## config.mk

```make
export PLATFORM = sky130hd
export DESIGN_NAME = key_debounce_flat
export DESIGN_NICKNAME = d
export VERILOG_FILES = /design/src/rtl/key_debounce_if.sv /design/src/rtl/key_debounce.sv /design/src/flat_wrapper.sv
export SDC_FILE = /design/constraint.sdc
export NUM_CORES = 1
export LEC_CHECK = 0
export CAP_MARGIN = 25
export CORE_MARGIN = 4
export CORE_UTILIZATION = 60
export DETAILED_ROUTE_END_ITERATION = 6
export GPL_ROUTABILITY_DRIVEN = 1
export PLACE_DENSITY = 0.79
export SLEW_MARGIN = 20
export SYNTH_ARGS = -nofsm -noshare
export SYNTH_HDL_FRONTEND = slang
export SYNTH_SLANG_ARGS = --single-unit
```

## constraint.sdc

```tcl
create_clock -name clk -period 3.2 [get_ports clk]
set_input_delay 0.64 -clock clk [delete_from_list [all_inputs] [get_ports clk]]
set_output_delay 0.64 -clock clk [all_outputs]
set_load 0.005 [all_outputs]
```

## src/rtl/key_debounce_if.sv

```systemverilog
// Key bundle between the raw key pins, the debouncer and the control logic.
// Ports: key_n (raw, active-low), key_state/key_press/key_release/key_long.
interface key_debounce_if;
   logic [1:0] key_n;
   logic [1:0] key_state;
   logic [1:0] key_press;
   logic [1:0] key_release;
   logic [1:0] key_long;

   // master: the debouncer, which produces the key events
   modport master (
      input  key_n,
      output key_state,
      output key_press,
      output key_release,
      output key_long
   );

   // slave: the board pins and the consumer of the key events
   modport slave (
      output key_n,
      input  key_state,
      input  key_press,
      input  key_release,
      input  key_long
   );
endinterface

```

## src/rtl/key_debounce.sv

```systemverilog
// Two-key debouncer: 2-flop sync, per-key debounce FSM, press/release pulses.
// Ports: clk, rst_n (async, active-low), bus (key_debounce_if.master).
// Optional long-press detection is built when KEY_LONG_PRESS_EN is defined;
// otherwise key_long is tied to 2'b00.
module key_debounce #(
   parameter DEBOUNCE_CNT = 25'd1000_000,
   parameter LONG_CNT     = 26'd50_000_000
) (
   input  logic           clk,
   input  logic           rst_n,
   key_debounce_if.master bus
);

   if (DEBOUNCE_CNT < 2 || LONG_CNT < 2) begin : g_bad_param
      $error("key_debounce: DEBOUNCE_CNT and LONG_CNT must be >= 2");
   end

   localparam int DW = $clog2(DEBOUNCE_CNT);
   localparam logic [DW-1:0] DMAX = DW'(DEBOUNCE_CNT - 1);

   localparam logic [1:0] IDLE       = 2'd0;
   localparam logic [1:0] PRESS_DB   = 2'd1;
   localparam logic [1:0] PRESSED    = 2'd2;
   localparam logic [1:0] RELEASE_DB = 2'd3;

   logic [1:0] sync1_q, sync1_d;
   logic [1:0] sync2_q, sync2_d;

   logic [1:0][1:0]    st_q, st_d;
   logic [1:0][DW-1:0] dcnt_q, dcnt_d;
   logic [1:0]         state_q, state_d;
   logic [1:0]         press_q, press_d;
   logic [1:0]         rel_q, rel_d;

   // synchronizer: both stages idle at 1 (released)
   always_comb begin
      sync1_d = bus.key_n;
      sync2_d = sync1_q;
   end

   always_ff @(posedge clk or negedge rst_n) begin
      if (!rst_n) begin
         sync1_q <= 2'b11;
         sync2_q <= 2'b11;
      end else begin
         sync1_q <= sync1_d;
         sync2_q <= sync2_d;
      end
   end

   always_comb begin
      st_d    = st_q;
      dcnt_d  = dcnt_q;
      state_d = state_q;
      press_d = 2'b00;
      rel_d   = 2'b00;
      for (int i = 0; i < 2; i++) begin
         case (st_q[i])
            IDLE: begin
               if (!sync2_q[i]) begin
                  st_d[i]   = PRESS_DB;
                  dcnt_d[i] = '0;
               end
            end
            PRESS_DB: begin
               if (sync2_q[i]) begin
                  st_d[i] = IDLE;
               end else if (dcnt_q[i] == DMAX) begin
                  st_d[i]    = PRESSED;
                  press_d[i] = 1'b1;
                  state_d[i] = 1'b1;
               end else begin
                  dcnt_d[i] = dcnt_q[i] + 1'b1;
               end
            end
            PRESSED: begin
               if (sync2_q[i]) begin
                  st_d[i]   = RELEASE_DB;
                  dcnt_d[i] = '0;
               end
            end
            RELEASE_DB: begin
               if (!sync2_q[i]) begin
                  st_d[i] = PRESSED;
               end else if (dcnt_q[i] == DMAX) begin
                  st_d[i]    = IDLE;
                  rel_d[i]   = 1'b1;
                  state_d[i] = 1'b0;
               end else begin
                  dcnt_d[i] = dcnt_q[i] + 1'b1;
               end
            end
            default: begin
               st_d[i]    = IDLE;
               dcnt_d[i]  = '0;
               state_d[i] = 1'b0;
            end
         endcase
      end
   end

   always_ff @(posedge clk or negedge rst_n) begin
      if (!rst_n) begin
         st_q    <= {IDLE, IDLE};
         dcnt_q  <= '0;
         state_q <= 2'b00;
         press_q <= 2'b00;
         rel_q   <= 2'b00;
      end else begin
         st_q    <= st_d;
         dcnt_q  <= dcnt_d;
         state_q <= state_d;
         press_q <= press_d;
         rel_q   <= rel_d;
      end
   end

   assign bus.key_state   = state_q;
   assign bus.key_press   = press_q;
   assign bus.key_release = rel_q;

`ifdef KEY_LONG_PRESS_EN
   localparam int LW = $clog2(LONG_CNT);
   localparam logic [LW-1:0] LMAX = LW'(LONG_CNT - 1);

   logic [1:0][LW-1:0] lcnt_q, lcnt_d;
   logic [1:0]         lfired_q, lfired_d;
   logic [1:0]         long_q, long_d;

   // lcnt saturates at LMAX; lfired keeps it to one pulse per press
   always_comb begin
      lcnt_d   = lcnt_q;
      lfired_d = lfired_q;
      long_d   = 2'b00;
      for (int i = 0; i < 2; i++) begin
         if (st_q[i] == PRESS_DB && st_d[i] == PRESSED) begin
            lcnt_d[i]   = '0;
            lfired_d[i] = 1'b0;
         end else if (st_q[i] == PRESSED) begin
            if (lcnt_q[i] == LMAX) begin
               if (!lfired_q[i]) begin
                  long_d[i]   = 1'b1;
                  lfired_d[i] = 1'b1;
               end
            end else begin
               lcnt_d[i] = lcnt_q[i] + 1'b1;
            end
         end else if (st_q[i] == IDLE) begin
            lcnt_d[i]   = '0;
            lfired_d[i] = 1'b0;
         end
      end
   end

   always_ff @(posedge clk or negedge rst_n) begin
      if (!rst_n) begin
         lcnt_q   <= '0;
         lfired_q <= 2'b00;
         long_q   <= 2'b00;
      end else begin
         lcnt_q   <= lcnt_d;
         lfired_q <= lfired_d;
         long_q   <= long_d;
      end
   end

   assign bus.key_long = long_q;
`else
   assign bus.key_long = 2'b00;
`endif

endmodule

```

## src/flat_wrapper.sv

```systemverilog
// flat-port wrapper written by rule: the top's interface ports become plain ports
module key_debounce_flat 
#(
   parameter DEBOUNCE_CNT = 25'd1000_000,
   parameter LONG_CNT     = 26'd50_000_000
)
  (clk, rst_n, bus_key_n, bus_key_state, bus_key_press, bus_key_release, bus_key_long);
  key_debounce_if bus_i ();
  input  logic clk;
  input  logic rst_n;
  input wire logic [$bits(bus_i.key_n)-1:0] bus_key_n;
  output wire logic [$bits(bus_i.key_state)-1:0] bus_key_state;
  output wire logic [$bits(bus_i.key_press)-1:0] bus_key_press;
  output wire logic [$bits(bus_i.key_release)-1:0] bus_key_release;
  output wire logic [$bits(bus_i.key_long)-1:0] bus_key_long;
  assign bus_i.key_n = bus_key_n;
  assign bus_key_state = bus_i.key_state;
  assign bus_key_press = bus_i.key_press;
  assign bus_key_release = bus_i.key_release;
  assign bus_key_long = bus_i.key_long;
  key_debounce #(.DEBOUNCE_CNT(DEBOUNCE_CNT), .LONG_CNT(LONG_CNT)) u_core (.clk(clk), .rst_n(rst_n), .bus(bus_i));
endmodule
```

==> metrics.cfg <==
[logic_synthesis]
synth-adder-area-share_pct=0.8518
async_flop_share_pct=100.0
synth-compound-area-share_pct=17.29
synth_edf_count=0
syn_avg_cell_area_um2=9.326
ys_warn_count=0
synth_top_family_by_area=simple AND/OR/NAND/NOR gates
synth_flop_cell=dfrtp_1
synth_top_cell_by_area=dfrtp_1
synth-simple-area-share_pct=27.09
synth_top_area_share_pct=42.59
synth_xor_area_share_pct=2.087
synth_cells=315
ys_ff_latch=54
yosysSeqAreaShare_pct=46.17
syn_area_mm2=0.002938
synthTopCellsByArea=dfrtp_1 (43%), nand2_1 (4.1%), dfstp_2 (3.6%)
yosysUniqueCellTypes=54
synthMuxAreaShare_pct=1.789

[clock_network]
ctsHoldBuffers=0
clk_latency_ps=300
numCtsBuffers=5
htreeDepth=2
cts_tree=done
cts_max_path_buffers=2
ctsResizeCount=0
cts_setup_buffers=0
cts_root_buffer=clkbuf_8
clock-sinks=54
path_clk_slew_ps=100

[flow_run]
drv_cap=0

[critical_path]
r2r_slack_ps=880
cp.arrival_ps=2540
worstSetupPathType=flop to flop
critPathMaxFanout=8
critPathRequiredTime_ps=3420
start_kind=flop
endpoint_kind=flop

[final_layout]
layout_common_cells=dfrtp_1 (50), nand2_1 (32), a21oi_1 (18)
nNetsFinal=320
final_common_cell=dfrtp_1
synthToLayoutAreaGrowth_pct=6.388
drive_gt1_share_pct=6.349
diodes=0

[outcome]
status=finished, final reports clean

[place]
place.port_buffers=9
preCtsSetupSlack_ps=921.6
gp_congestion=0.8748
place_hpwl_um=4006

[drt]
drtPass1Iterations=4
num_vias=2383
wire_per_inst_um=15.03
detail-route-antenna-nets=0
routed_wl_um=5741
drc=0
vias_per_cell=6.238
drtIter0Drc=176

[floorplanning]
initial_utilization_pct=62.20
core_mm2=0.004723
io_pins=12
die_w_um=77.98
die_y_um=77.98
rows=25
dieArea_mm2=0.006080

[timing]
fin_hold_ws_ps=277.4
fin_skew_ps=11.24
rsz0062_at_grt=false
worst_slack_ps=880.3
finalCritPeriodShare_pct=72.49
tightest_slew_ps=840.0
fmax_mhz=431.1
fin_crit_ps=2320
fin_setup_tns_ps=0
setup_viol=0
drv_slew=0
hold_viol_final=0
slew_headroom_pct=44.00

[global_route]
grt_use_met2_pct=33.30
grt.busiest_layer=met2
track_usage_pct=20.60
grt_max_degree=35
antenna_found_initial=0
grt_pass1_vias=2208
grt_overflow=0
grtUsageMet1_pct=27.16
met3_usage_pct=3.132
grt_pass1_wl_um=10100

[power]
peakVddDrop_v=0.0002218
power_leakage_uw=0.001245
pwr_density_cell_mw_per_mm2=387.0

[min_path]
hold_path.class=input port to asynchronous set/reset pin

-- worst max-delay path, stage by stage (launching register included) --
cell,delay (ps)
dfrtp_1,490
ha_1,340
nand2_1,130
or4_1,630
or4_1,510
a21oi_1,150
-- sequential cells by signal, summed over array words and instances, names as in the netlist, named ones only --
name and flops:
u_core.dcnt_q 40, u_core.bus.key_press 2, u_core.bus.key_release 2, u_core.bus.key_state 2, u_core.st_q 2, u_core.sync1_q 2
u_core.sync2_q 2
-- Yosys cell counts, types with 2 or more instances --
cell type and instances:
buf_2 6, a31oi_1 6, o311ai_1 2, mux2i_1 3
o21ai_0 6, and4_1 6, nor4_1 4, buf_4 2
or4_1 8, o211ai_1 5, xor2_1 2, dfstp_2 4
nor3b_1 3, o221ai_1 2, nor4bb_1 3, ha_1 2
and3_1 5, nand4_1 13, clkbuf_1 13, or3_1 11
nand2_1 32, nor2_1 12, o21ai_1 13, o31ai_1 5
xnor2_1 5, a221o_1 2, nor2b_1 3, dfrtp_1 50
a22o_1 10, a21oi_1 18, inv_1 10, nor4b_1 6
nand3b_1 2, nand4b_1 2, nand3_1 15, nor3_1 6
-- routing by layer --
layer  part of all wire, %  vias to the layer above
met5                     0                        -
met4                   1.2                        0
met3                   3.1                        6
met2                    49                       40
met1                    47                     1147
li1                      -                     1190
-- per-stage QoR --
stage	cell area, µm²	instances	utilization [%]	total power (µW)
2_1_floorplan	2942	316	-	821.6
3_3_place_gp	3039	374	64.34	846.4
3_5_place_dp	3039	374	64.34	851.8
4_1_cts	3126	382	66.17	1227
5_1_grt	3126	382	66.17	1275
6_report	3126	382	66.17	1210
-- report_power, final --
| group | internal (µW) | switching [µW] |
|---|---|---|
| Combinational | 35.6 | 49.1 |
| Clock | 155 | 217 |
| Sequential | 707 | 45.9 |
-- cells by family (layout without fill, tap and decap cells) --
logic type	after synthesis	in the layout
adder cells (fa/ha/maj)	2	2
flip-flops	54	54
AO/OA/AOI/OAI	77	77
XOR/XNOR	7	7
other	1	2
buffers and inverters	32	31
AND/OR/NAND/NOR	137	137
multiplexers	5	5
-- path summary, 6_finish.rpt --
check	startpoint	to	cells after the start
max in group asynchronous	rst_n	u_core.dcnt_q[16]$_DFFE_PN0P_	2
min in group clk	u_core.sync1_q[1]$_DFF_PN1_	u_core.sync2_q[1]$_DFF_PN1_	0
setup / recovery	u_core.dcnt_q[0]$_DFFE_PN0P_	u_core.dcnt_q[18]$_DFFE_PN0P_	5
hold / removal	rst_n	u_core.bus.key_state[0]$_DFFE_PN0P_	1
setup reg to reg	u_core.dcnt_q[0]$_DFFE_PN0P_	u_core.dcnt_q[18]$_DFFE_PN0P_	5
hold reg to reg	u_core.sync1_q[1]$_DFF_PN1_	u_core.sync2_q[1]$_DFF_PN1_	0
-- final cells by class --
type / instances / area (µm²)
Inverter: 11 / 41.29
Clock buffer: 6 / 72.57
Multi-Input combinational cell: 230 / 1450
Sequential cell: 54 / 1356
Fill cell: 398 / 1598
Timing Repair Buffer: 12 / 107.6
Tap cell: 67 / 83.83
Clock inverter: 2 / 13.76
Power figures use the tool's default switching activity.
